## config.mk

```make
export PLATFORM = sky130hd
export DESIGN_NAME = bcd_cnt_ctrl
export DESIGN_NICKNAME = d
export VERILOG_FILES = /design/src/rtl/bcd_cnt_ctrl.sv
export SDC_FILE = /design/constraint.sdc
export NUM_CORES = 1
export LEC_CHECK = 0
export ABC_AREA = 1
export CAP_MARGIN = 20
export CORE_MARGIN = 1
export CORE_UTILIZATION = 54
export CTS_CLUSTER_DIAMETER = 200
export DETAILED_ROUTE_END_ITERATION = 8
export HOLD_SLACK_MARGIN = 0.02
export PLACE_DENSITY = 0.81
export SLEW_MARGIN = 5
export SYNTH_ARGS = -nofsm -noshare
export SYNTH_HDL_FRONTEND = slang
export SYNTH_SLANG_ARGS = --single-unit
```

## constraint.sdc

```tcl
create_clock -name clk -period 2.67 [get_ports clk]
set_clock_uncertainty 0.05 [all_clocks]
set_input_delay 0.534 -clock clk [delete_from_list [all_inputs] [get_ports clk]]
set_output_delay 0.534 -clock clk [all_outputs]
set_load 0.02 [all_outputs]
```

## src/rtl/bcd_cnt_ctrl.sv

```systemverilog
`default_nettype none
// ============================================================================
//  Module   : bcd_cnt_ctrl
//  Purpose  : Run/pause/clear sequencer for a 4-digit cascaded BCD counter
//             with prescaled count tick, wrap carry-out and terminal stop.
//  Revision : 1.0  initial release
// ============================================================================
module bcd_cnt_ctrl #(
    parameter int CLK_DIV = 50_000,
    parameter int DIV_W   = 16
) (
    input  logic        clk,
    input  logic        rst_n,
    input  logic        start,
    input  logic        stop,
    input  logic        clear,
    input  logic [15:0] target,
    output logic [15:0] cnt_out,
    output logic        tick,
    output logic        cout,
    output logic        done,
    output logic        busy
);

    typedef enum logic [1:0] {
        S_IDLE  = 2'd0,
        S_RUN   = 2'd1,
        S_PAUSE = 2'd2,
        S_DONE  = 2'd3
    } state_e;

    localparam logic [DIV_W-1:0] DIV_LAST = DIV_W'(CLK_DIV - 1);

    state_e           state_q, state_d;
    logic [DIV_W-1:0] div_q, div_d;
    logic [15:0]      cnt_q, cnt_d;
    logic             cout_q, cout_d;
    logic             done_q, done_d;

    logic [15:0]      cnt_inc;
    logic [4:0]       carry;
    logic             tick_w;
    logic             match_w;

    // Ripple carry: digit k advances only when every lower digit is 9.
    assign carry[0] = 1'b1;

    for (genvar k = 0; k < 4; k++) begin : g_digit
        logic [3:0] dig;
        assign dig            = cnt_q[4*k +: 4];
        assign carry[k+1]     = carry[k] && (dig == 4'd9);
        assign cnt_inc[4*k +: 4] = !carry[k]      ? dig  :
                                   (dig == 4'd9)  ? 4'd0 :
                                                    dig + 4'd1;
    end

    assign tick_w  = (state_q == S_RUN) && (div_q == DIV_LAST);
    // A nibble above 9 in target can never equal a legal BCD count.
    assign match_w = (target != 16'h0000) && (cnt_inc == target);

    always_comb begin
        state_d = state_q;
        div_d   = div_q;
        cnt_d   = cnt_q;
        cout_d  = 1'b0;
        done_d  = 1'b0;

        if (clear) begin
            state_d = S_IDLE;
            div_d   = '0;
            cnt_d   = 16'h0000;
        end else begin
            case (state_q)
                S_IDLE: begin
                    if (start) state_d = S_RUN;
                end
                S_RUN: begin
                    if (tick_w) begin
                        div_d  = '0;
                        cnt_d  = cnt_inc;
                        cout_d = carry[4];
                    end else begin
                        div_d  = div_q + DIV_W'(1);
                    end
                    if (tick_w && match_w) begin
                        state_d = S_DONE;
                        done_d  = 1'b1;
                    end else if (stop) begin
                        state_d = S_PAUSE;
                    end
                end
                S_PAUSE: begin
                    if (start && !stop) state_d = S_RUN;
                end
                S_DONE: begin
                    state_d = S_DONE;
                end
                default: begin
                    state_d = S_IDLE;
                end
            endcase
        end
    end

    always_ff @(posedge clk or negedge rst_n) begin
        if (!rst_n) begin
            state_q <= S_IDLE;
            div_q   <= '0;
            cnt_q   <= 16'h0000;
            cout_q  <= 1'b0;
            done_q  <= 1'b0;
        end else begin
            state_q <= state_d;
            div_q   <= div_d;
            cnt_q   <= cnt_d;
            cout_q  <= cout_d;
            done_q  <= done_d;
        end
    end

    assign cnt_out = cnt_q;
    assign tick    = tick_w;
    assign cout    = cout_q;
    assign done    = done_q;
    assign busy    = (state_q == S_RUN);

endmodule
`default_nettype wire

```

==> summary.md, run 1 <==
| Metric | Value |
|---|---|
| Clk network pwr share | 39.0% |
| Fill count | 395 |
| Drt total wl | 6331 um |
| Max Freq | 0.4253 GHz |
| Congestion Overflow GR | 0 |
| DRC | 0 |
| Max_cap viols | 0 |
| Sequential share of the synthesized area | 34.50% |
| Sequential cell area | 900.9 um^2 |
| Crit. End Element | register |
| Yosys cell types | 34 |
| Die H | 71.54 um |
| Starting Density | 57.97% |
| CP Max Fanout | 4 |
| Layout cells sized above 1 | 7.621% |
| Post-placement cell count | 477 |
| Final Hold Viols | 0 |
| YS warnings | 0 |
| Die width | 71.54 um |
| Rows | 24 |
| H-tree levels | 2 |
| Slew Viols, Final | 0 |
| Final period util | 88.07% |
| Post-CTS resize count | 0 |
| Clk_lat worst skew | 0.29 ns |
| Most frequent cells in the layout | 110 x nand2_1, 46 x nor2_1, 45 x inv_1 |
| Clock Tree Buf Depth | 2 |
| Critical Path RT | 2.80 ns |
| HP Class | reg -> reg |
| Area of the multi-input gates | 0.001505 mm^2 |
| Core Region | 0.004504 mm^2 |
| DR vias | 2671 |
| Area Overhead vs Synth | 23.29% |
| Design Power | 1.248 mW |
| Post-synth top flop | dfrtp_1 |
| CTS tree | built |
| Psw | 0.3291 mW |
| CTS Hold Buffers Added | 0 |
| Status | finished, final reports clean |
| First-pass GRT wire length | 10540 um |
| Peak VDD IR | 0.0003147 V |
| Syn Nets | 412 |
| Unrepaired setup endpoints after global routing | false |
| Yosys reg bits | 36 |
| 1st-pass router iterations | 5 |
| EDFF count, synth | 0 |
| Measured slew at the worst slew-check pin | 0.5348 ns |
| Final setup viols | 0 |
| Wirelength per Cell | 13.05 um |
| Nets@finish | 460 |
| Critical path class | in -> reg |
| Switching Share | 26.37% |
| Minimum clock period | 2.351 ns |
| 1st-iter DRT viols | 189 |
| Antenna viol nets, final | 0 |
| I/O Pins | 41 |
| Die area | 0.005118 mm^2 |
| CTS buffer count | 5 |
| Port Buffers | 40 |
| Vias/cell | 5.507 |
| Antenna violations before repair | 0 |
| Post-CTS Setup Bufs | 0 |
| Share of power burned in registers | 46.3% |
| Setup_tns | 0 ns |
| Ys async rst share | 100.0% |
| CP Data Arrival Time | 2.48 ns |
| N_diodes | 0 |
| Dpl hpwl | 4786 um |
| Root Buffer | clkbuf_8 |
| Gate power share | 14.7% |
| Most common cell after layout, fill and taps aside | nand2_1 |
| Leakage | 1.533 nW |
| Power per cell area | 387.7 mW/mm^2 |
| Gr usage total | 26.23% |
| Mapped Area | 0.002611 mm^2 |
| Largest net degree at the start of global routing | 37 |
| Min Hold Slack | 0.4836 ns |
| Vias in the first global route | 2424 |
| Layout Cells excl Fill | 485 |
| Worst slew margin | 64.26% |
| Crit path launch type | primary input |
| Syn Inst Count | 384 |
| Mean Syn Cell Area | 6.800 um^2 |
| Cell Int Power | 0.9190 mW |
| Clock Pin Slew Worst Setup and Hold Paths | 0.07 ns |
| Clk sinks | 36 |
| Routability Congestion | 0.9296 |
==> cells in the mapped netlist, types with 7 or more instances <==
cell        n  area, um^2
ha_1        7       87.58
nand4_1    11       68.82
nor2_1     46       172.7
o21ai_0     8       40.04
inv_1      45       168.9
nand2_1   110       412.9
dfrtp_1    36       900.9
nand3_1    33       165.2
a21oi_1    10       50.05
o22ai_1    12       75.07
nand3b_1   10       75.07
nor3_1     13       65.06
==> worst paths after layout <==
kind,to,depth (start not counted),start,slack (ns)
worst max-delay path,div_q[12]$_DFFE_PN0P_,12,clear,0.32
worst min-delay path,div_q[1]$_DFFE_PN0P_,1,div_q[1]$_DFFE_PN0P_,0.48
worst max register to register,state_q[0]$_DFFE_PN0P_,16,cnt_out[5]$_DFFE_PN0P_,0.40
worst min register to register,div_q[1]$_DFFE_PN0P_,1,div_q[1]$_DFFE_PN0P_,0.48
max in group asynchronous,cnt_out[6]$_DFFE_PN0P_,2,rst_n,1.62
min in group asynchronous,cnt_out[10]$_DFFE_PN0P_,2,rst_n,0.60
==> cell type report <==
type	count	area share, %
timing repair buffer	44	13.84
sequential	36	27.98
tap	52	2.021
inverter	51	5.946
clock buffer	5	2.138
clock inverter	3	1.321
multi-input combinational	294	46.75
==> cells by family after synthesis <==
group | share of synthesized area (%)
and+or+nand+nor | 43.36
buffers and inverters | 7.858
AOI/OAI and AO/OA | 8.242
DFF | 34.50
xor gates and xnor gates | 2.683
adders and majority gates | 3.354
==> registers in the layout, indices dropped and copies added (netlist names) <==
register  count
state_q       2
cout          1
cnt_out      16
done          1
div_q        16
==> critical path: stages <==
cell and delay (ns):
clkdlybuf4s50_1 0.55, inv_2 0.05, nand2_1 0.10, inv_1 0.09, nor2_1 0.20, nand2_1 0.13, nor2_1 0.21, inv_1 0.08
nor3_1 0.20, nand2_1 0.10, o21ai_0 0.17, a21oi_1 0.06
==> metal layers <==
| layer | vias up | part of all wire [%] | global-route usage, % |
|---|---|---|---|
| li1 | 1353 | - | - |
| met1 | 1209 | 47 | 36.45 |
| met2 | 100 | 44 | 41.48 |
| met3 | 9 | 6.9 | 5.626 |
| met4 | 0 | 1.3 | 7.843 |
| met5 | - | 0 | 0 |
==> power groups by stage <==
stage	combinational (mW)	sequential [mW]	clock, mW
after CTS	0.184	0.578	0.494
final	0.183	0.578	0.487
after global routing	0.206	0.581	0.518
after global placement	0.181	0.589	0
after floorplan	0.0988	0.587	0
after detailed placement	0.182	0.589	0
==> metrics by stage <==
step	util, %	cell area (um^2)	worst slack (ns)
2_1_floorplan	-	2611	0.6369
3_3_place_gp	68.94	3105	0.1885
3_5_place_dp	68.94	3105	0.06361
4_1_cts	71.42	3217	0.08988
5_1_grt	71.47	3219	0.1865
6_report	71.47	3219	0.3186
Power figures use the tool's default switching activity.
==> inputs of run 2 (changes only) <==
--- a/config.mk
+++ b/config.mk
@@ -5,14 +5,15 @@
 export SDC_FILE = /design/constraint.sdc
 export NUM_CORES = 1
 export LEC_CHECK = 0
-export ABC_AREA = 1
 export CAP_MARGIN = 20
 export CORE_MARGIN = 1
 export CORE_UTILIZATION = 54
 export CTS_CLUSTER_DIAMETER = 200
 export DETAILED_ROUTE_END_ITERATION = 8
+export GPL_ROUTABILITY_DRIVEN = 0
 export HOLD_SLACK_MARGIN = 0.02
 export PLACE_DENSITY = 0.81
+export SKIP_LAST_GASP = 1
 export SLEW_MARGIN = 5
 export SYNTH_ARGS = -nofsm -noshare
 export SYNTH_HDL_FRONTEND = slang
==> run 2 against run 1 <==
Net effect: total power decreased by 14%; utilization rose by 2.1 points; maximum frequency decreased by 5.8%; non-clock buffer count up 35; combinational power fell by 33%; wire length rose by 10%; sequential cell count is the same; first-iteration DRC count increased by 6.3%.
==> summary.md, run 2 <==
| Metric | Value |
|---|---|
| Slew Viols, Final | 0 (unchanged) |
| DR vias | 2634 (-1.4%) |
| R2R Setup Slk | 0.18 ns (-0.22 ns) |
| Die H | 71.99 um (+0.62%) |
| Post-synth top flop | dfrtp_1 |
| Worst slew margin | 68.91% (+4.7 points) |
| Measured slew at the worst slew-check pin | 0.4663 ns (-0.06852 ns) |
| Setup_tns | 0 ns (unchanged) |
| Mapped Area | 0.002645 mm^2 (+1.3%) |
| Sequential cell area | 900.9 um^2 (unchanged) |
| Layout cells sized above 1 | 17.10% (+9.5 points) |
| Crit. End Element | primary output |
| R2R cell count | 8 (-8) |
| CP Max Fanout | 2 (-2) |
| Syn Nets | 344 (-17%) |
| Clock Tree Buf Depth | 2 (unchanged) |
| EDFF count, synth | 0 (unchanged) |
| Most frequent cells in the layout | 45 x nor2_1, 39 x clkdlybuf4s50_1, 39 x buf_4 |
| Final Hold Viols | 0 (unchanged) |
| Peak VDD IR | 0.0002917 V (-7.3%) |
| Vias in the first global route | 2480 (+2.3%) |
| Min-Delay Endpoint | div_q[1]$_DFFE_PN0P_ |
| Wirelength per Cell | 15.40 um (+18%) |
| DRT met1 WL | 3114 um (+4.0%) |
| H-tree levels | 2 (unchanged) |
| Gr usage total | 28.40% (+2.2 points) |
| Antenna viol nets, final | 0 (unchanged) |
| Crit path launch type | register |
| Mean Syn Cell Area | 8.370 um^2 (+23%) |
| Vias/cell | 5.815 (+5.6%) |
| Minimum clock period | 2.496 ns (+0.1447 ns) |
| 1st-pass router iterations | 4 (-1) |
| Leakage | 1.419 nW (-7.4%) |
| Drt total wl | 6978 um (+10%) |
| Nets@finish | 413 (-10%) |
| Core Region | 0.004723 mm^2 (+4.9%) |
| Status | finished, final reports clean |
| Top post-synthesis cells by count | 45 x nor2_1, 36 x dfrtp_1, 29 x a21oi_1 |
| Sequential share of the synthesized area | 34.06% (-0.44 points) |
| Min Hold Slack | 0.4997 ns (+0.01610 ns) |
| Rows | 25 (+4.2%) |
| Root Buffer | clkbuf_8 |
| Final setup viols | 0 (unchanged) |
| Routed wl met2 | 3365 um (+20%) |
| Power per cell area | 309.5 mW/mm^2 (-20%) |
| Syn Inst Count | 316 (-18%) |
| Finished Cell Area | 0.003473 mm^2 (+7.9%) |
| YS warnings | 0 (unchanged) |
| Congestion Overflow GR | 0 (unchanged) |
| Hold path depth | 2 (+1) |
| Critical Path RT | 2.09 ns (-0.71 ns) |
| Yosys top cell area share | 34.06% (-0.44 points) |
| First-pass GRT wire length | 11390 um (+8.1%) |
| Die area | 0.005182 mm^2 (+1.2%) |
| Dpl hpwl | 5218 um (+9.0%) |
| HP Start | div_q[1]$_DFFE_PN0P_ |
| CTS buffer count | 5 (unchanged) |
| Yosys top cell by area | dfrtp_1 |
| Clk sinks | 36 (unchanged) |
| Layout Utilization | 73.54% (+2.1 points) |
| Top Layer Used | met4 |
| Port Buffers | 40 (unchanged) |
| Starting Density | 56.00% (-2.0 points) |
| Max_cap viols | 0 (unchanged) |
| Ys async rst share | 100.0% (unchanged) |
| CTS Hold Buffers Added | 0 (unchanged) |
| Clock Pin Slew Worst Setup and Hold Paths | 0.08 ns (about the same) |
| Synth area leaders | dfrtp_1 34%, nor2_1 6.4%, a21oi_1 5.5% |
| Top-count cell post-synth | nor2_1 |
| 1st-iter DRT viols | 201 (+6.3%) |
| Clk_lat worst skew | 0.29 ns (about the same) |
| Most common cell after layout, fill and taps aside | nor2_1 |
| Antenna violations before repair | 0 (unchanged) |
| CTS tree | built |
| I/O Pins | 41 (unchanged) |
| CP Data Arrival Time | 1.91 ns (-0.57 ns) |
| Max Freq | 0.4006 GHz (-5.8%) |
| Die width | 71.99 um (+0.62%) |
| Design Power | 1.075 mW (-14%) |
| N_diodes | 0 (unchanged) |
| Area of the multi-input gates | 0.001660 mm^2 (+10%) |
| Area Overhead vs Synth | 31.31% |
| Final period util | 93.49% (+5.4 points) |
| Critical path class | reg -> out |
| HP Class | reg -> reg |
| Post-placement cell area | 0.003331 mm^2 (+7.3%) |
| Largest net degree at the start of global routing | 37 (unchanged) |
| Fill count | 357 (-9.6%) |
| Yosys cell types | 53 (+56%) |
| FF-to-FF End | state_q[0]$_DFFE_PN0P_ |
| Origin of the critical flop-to-flop path | cnt_out[1]$_DFFE_PN0P_ |
| Unrepaired setup endpoints after global routing | false |
| DRC | 0 (unchanged) |
| Met3 Wirelength | 383 um (-13%) |
| Yosys reg bits | 36 (unchanged) |
run 2: cell types whose count changed in the layout (fill, tap and decap cells not counted), moves of 6 or more:
cell	change
nand2_1	-85
nand3b_1	-8
nand3_1	-19
buf_4	+36
o22ai_1	-10
xor2_1	+10
xnor2_1	+9
inv_2	-6
mux2i_1	+6
or3_1	+7
a21oi_1	+19
inv_1	-38
run 2: repair_timing:
item	4_1_cts	5_1_grt
hold endpoints to repair	0	0
buffers inserted	0	1
setup endpoints to repair	1	5
resized for setup	4	10
pin swaps	0	4
run 2: worst max-delay path, stage by stage (launching register included):
cell and delay [ns]:
dfrtp_1 0.40, nor4bb_2 0.29, nand4_1 0.13, or4_4 0.48, clkinv_8 0.07, clkdlybuf4s15_2 0.25
run 2: power by group:
| part | total (mW) | internal (mW) | leakage (nW) | switching (mW) |
|---|---|---|---|---|
| combinational | 0.122 | 0.0554 | 0.870 | 0.0665 |
| sequential | 0.553 | 0.549 | 0.501 | 0.00399 |
| clock | 0.400 | 0.182 | 0.0479 | 0.218 |
| total | 1.08 | 0.786 | 1.42 | 0.289 |
run 2: stage by stage:
step	instances	setup WS, ns
after CTS	452	0.03937
final	453	0.1739
after global routing	453	0.03018
after global placement	444	-0.04173
after floorplan	316	0.1120
after detailed placement	444	-0.06525
run 2: kinds of logic (layout without fill, tap and decap cells):
group	after synthesis	in the layout	share of synthesized area (%)
XOR/XNOR	27	27	8.941
multiplexers	6	6	2.271
flip-flops	36	36	34.06
adder cells (fa/ha/maj)	7	7	3.311
AND/OR/NAND/NOR	150	150	29.56
AO/OA/AOI/OAI	64	64	16.94
buffers and inverters	26	96	4.920
run 2: area by class of cell:
class                           instances  area share [%]
Sequential cell                        36           25.94
Inverter                                9           1.333
Clock inverter                          3          0.5403
Tap cell                               67           2.414
Clock buffer                            5           1.981
Multi-Input combinational cell        254           47.80
Timing Repair Buffer                   79           19.99
run 2: how the worst max path moves through the flow:
stage / start / to / slack [ns] / cells after the start
after floorplan: cnt_out[9]$_DFFE_PN0P_ / state_q[0]$_DFFE_PN0P_ / 0.11 / 11
after global placement: div_q[10]$_DFFE_PN0P_ / tick / -0.04 / 5
after detailed placement: div_q[10]$_DFFE_PN0P_ / tick / -0.07 / 5
after CTS: div_q[10]$_DFFE_PN0P_ / tick / 0.04 / 5
after global routing: cnt_out[9]$_DFFE_PN0P_ / state_q[0]$_DFFE_PN0P_ / 0.03 / 9
final: div_q[7]$_DFFE_PN0P_ / tick / 0.17 / 5
run 2: routing by layer:
layer	global-route usage [%]	vias to the layer above
li1	-	1274
met1	36.39	1246
met2	46.75	98
met3	6.806	16
met4	10.68	0
met5	0	-
==> inputs of run 3 (changes only) <==
--- a/config.mk
+++ b/config.mk
@@ -7,14 +7,15 @@
 export LEC_CHECK = 0
 export CAP_MARGIN = 20
 export CORE_MARGIN = 1
-export CORE_UTILIZATION = 54
+export CORE_UTILIZATION = 40
 export CTS_CLUSTER_DIAMETER = 200
 export DETAILED_ROUTE_END_ITERATION = 8
 export GPL_ROUTABILITY_DRIVEN = 0
 export HOLD_SLACK_MARGIN = 0.02
-export PLACE_DENSITY = 0.81
+export PLACE_DENSITY = 0.63
 export SKIP_LAST_GASP = 1
 export SLEW_MARGIN = 5
 export SYNTH_ARGS = -nofsm -noshare
 export SYNTH_HDL_FRONTEND = slang
 export SYNTH_SLANG_ARGS = --single-unit
+export TNS_END_PERCENT = 50
==> constraint.sdc (replaced) <==
create_clock -name clk -period 2.67 [get_ports clk]
set_clock_uncertainty 0.05 [all_clocks]
set_input_delay 0.534 -clock clk [delete_from_list [all_inputs] [get_ports clk]]
set_output_delay 0.534 -clock clk [all_outputs]
set_load 0.1 [all_outputs]
==> run 3 against run 2 <==
Net effect: utilization decreased by 20 points; clock-buffer cell count unchanged; global-route usage decreased by 8.2 points; final cell count increased by 0.22%; maximum frequency decreased by 2.5%; largest power group unchanged.
==> summary.md, run 3 (synthesis results as in run 2) <==
| Metric | Value |
|---|---|
| Status | finished, final reports clean |
| Final period util | 95.92% (+2.4 points) |
| Critical Path RT | 2.09 ns (about the same) |
| Clk network pwr share | 41.8% (+4.6 points) |
| Vias/cell | 5.414 (-6.9%) |
| Slew Viols, Final | 0 (unchanged) |
| R2R Setup Slk | 0.12 ns (-0.06 ns) |
| Gr usage total | 20.24% (-8.2 points) |
| Congestion Overflow GR | 0 (unchanged) |
| Root Buffer | clkbuf_8 |
| Vias in the first global route | 2330 (-6.0%) |
| Final Hold Viols | 0 (unchanged) |
| Measured slew at the worst slew-check pin | 0.8021 ns (+0.3358 ns) |
| Clock Pin Slew Worst Setup and Hold Paths | 0.07 ns (about the same) |
| Antenna viol nets, final | 0 (unchanged) |
| H-tree levels | 2 (unchanged) |
| Switching Share | 24.83% (-2.0 points) |
| Leakage | 1.397 nW (-1.6%) |
| Die area | 0.006941 mm^2 (+34%) |
| CTS buffer count | 5 (unchanged) |
| Worst slew margin | 46.53% (-22 points) |
| Die H | 83.32 um (+16%) |
| Peak VDD IR | 0.0002202 V (-25%) |
| CP Data Arrival Time | 1.98 ns (+0.07 ns) |
| 1st-iter DRT viols | 162 (-19%) |
| Setup_tns | 0 ns (unchanged) |
| Layout Cells excl Fill | 454 (+0.22%) |
| Layout Utilization | 54.03% (-20 points) |
| Final setup viols | 0 (unchanged) |
| Most common cell after layout, fill and taps aside | buf_4 |
| DRC | 0 (unchanged) |
| Unrepaired setup endpoints after global routing | true |
| First-pass GRT wire length | 11370 um (-0.12%) |
| Max_cap viols | 0 (unchanged) |
| Area Overhead vs Synth | 29.71% |
| Layout cells sized above 1 | 24.14% (+7.0 points) |
| Setup WS post-layout | 0.1089 ns (-0.06499 ns) |
| Nets@finish | 404 (-2.2%) |
| Min Hold Slack | 0.2732 ns (-0.2265 ns) |
| Clk sinks | 36 (unchanged) |
| Crit path launch type | register |
| Die width | 83.32 um (+16%) |
| Most frequent cells in the layout | 49 x buf_4, 45 x nor2_1, 29 x a21oi_1 |
| HP Class | in -> async |
| CTS Hold Buffers Added | 0 (unchanged) |
| Share of power burned in registers | 47.2% (-4.2 points) |
| Power per cell area | 340.9 mW/mm^2 (+10%) |
| Largest net degree at the start of global routing | 37 (unchanged) |
| Gate power share | 11.0% (-0.3 points) |
| FF-to-FF End | state_q[0]$_DFFE_PN0P_ |
| Post-placement cell count | 441 (-0.68%) |
| Post-placement cell area | 0.003233 mm^2 (-2.9%) |
| Dpl hpwl | 5002 um (-4.1%) |
| Cell Int Power | 0.8793 mW (+12%) |
| Max Freq | 0.3905 GHz (-2.5%) |
| Pre-CTS WS | 0.01571 ns (+0.08097 ns) |
| Wirelength per Cell | 14.80 um (-3.9%) |
| CP Max Fanout | 9 (+7) |
| Psw | 0.2904 mW (+0.57%) |
| Critical path class | reg -> out |
| R2R cell count | 9 (+1) |
| I/O Pins | 41 (unchanged) |
| DR vias | 2458 (-6.7%) |
| CTS tree | built |
| Origin of the critical flop-to-flop path | cnt_out[4]$_DFFE_PN0P_ |
| Design Power | 1.170 mW (+8.8%) |
| Crit. End Element | primary output |
| Port Buffers | 40 (unchanged) |
| Antenna violations before repair | 0 (unchanged) |
| Core Region | 0.006350 mm^2 (+34%) |
| Rows | 29 (+16%) |
| 1st-pass router iterations | 4 (unchanged) |
| Clk_lat worst skew | 0.29 ns (about the same) |
| Drt total wl | 6719 um (-3.7%) |
| Starting Density | 41.66% (-14 points) |
| Clock Tree Buf Depth | 2 (unchanged) |
| Minimum clock period | 2.561 ns (+0.06499 ns) |
| N_diodes | 0 (unchanged) |
| Finished Cell Area | 0.003431 mm^2 (-1.2%) |
## run 3: final cells by class
class	instances	area, um^2
clock inverter	3	42.54
clock buffer	5	68.82
fill	583	2919
tap	77	96.34
multi-input combinational	254	1663
inverter	9	46.29
timing repair buffer	70	583.1
sequential	36	930.9
## run 3: worst max-delay path by stage
stage / start / to / slack, ns / depth (start not counted)
finish: div_q[12]$_DFFE_PN0P_ / tick / 0.11 / 5
global placement: target[13] / state_q[0]$_DFFE_PN0P_ / 0.09 / 7
global route: cnt_out[9]$_DFFE_PN0P_ / state_q[0]$_DFFE_PN0P_ / -0.02 / 9
detailed placement: cnt_out[5]$_DFFE_PN0P_ / state_q[0]$_DFFE_PN0P_ / 0.02 / 9
CTS: cnt_out[5]$_DFFE_PN0P_ / state_q[0]$_DFFE_PN0P_ / -0.03 / 9
floorplan: cnt_out[9]$_DFFE_PN0P_ / state_q[0]$_DFFE_PN0P_ / 0.01 / 10
## run 3: timing repair
action                     4_1_cts  5_1_grt
setup endpoints to repair        2        4
gates resized for setup          1       11
pin swaps                        0        7
setup buffers                    0        5
gates cloned                     0        0
## run 3: critical path, cell delays in order (launching register included)
cell and delay (ns):
dfrtp_1 0.42, nor4bb_2 0.30, nand4_1 0.13, or4_4 0.55, clkinv_8 0.11, buf_12 0.17
## run 3: per-layer routing
metal	GRT usage, %	vias to the layer above	part of all wire [%]
met5	0	-	0
met4	6.740	0	1.4
met3	3.777	10	4.2
met2	31.15	51	46
met1	28.58	1148	48
li1	-	1249	-
## run 3: power groups by stage
stage	clock network (mW)	registers, mW	logic (mW)
after global placement	0	0.563	0.128
final	0.489	0.552	0.129
after detailed placement	0	0.564	0.129
after floorplan	0	0.563	0.0569
after global routing	0.520	0.553	0.141
after CTS	0.508	0.552	0.129
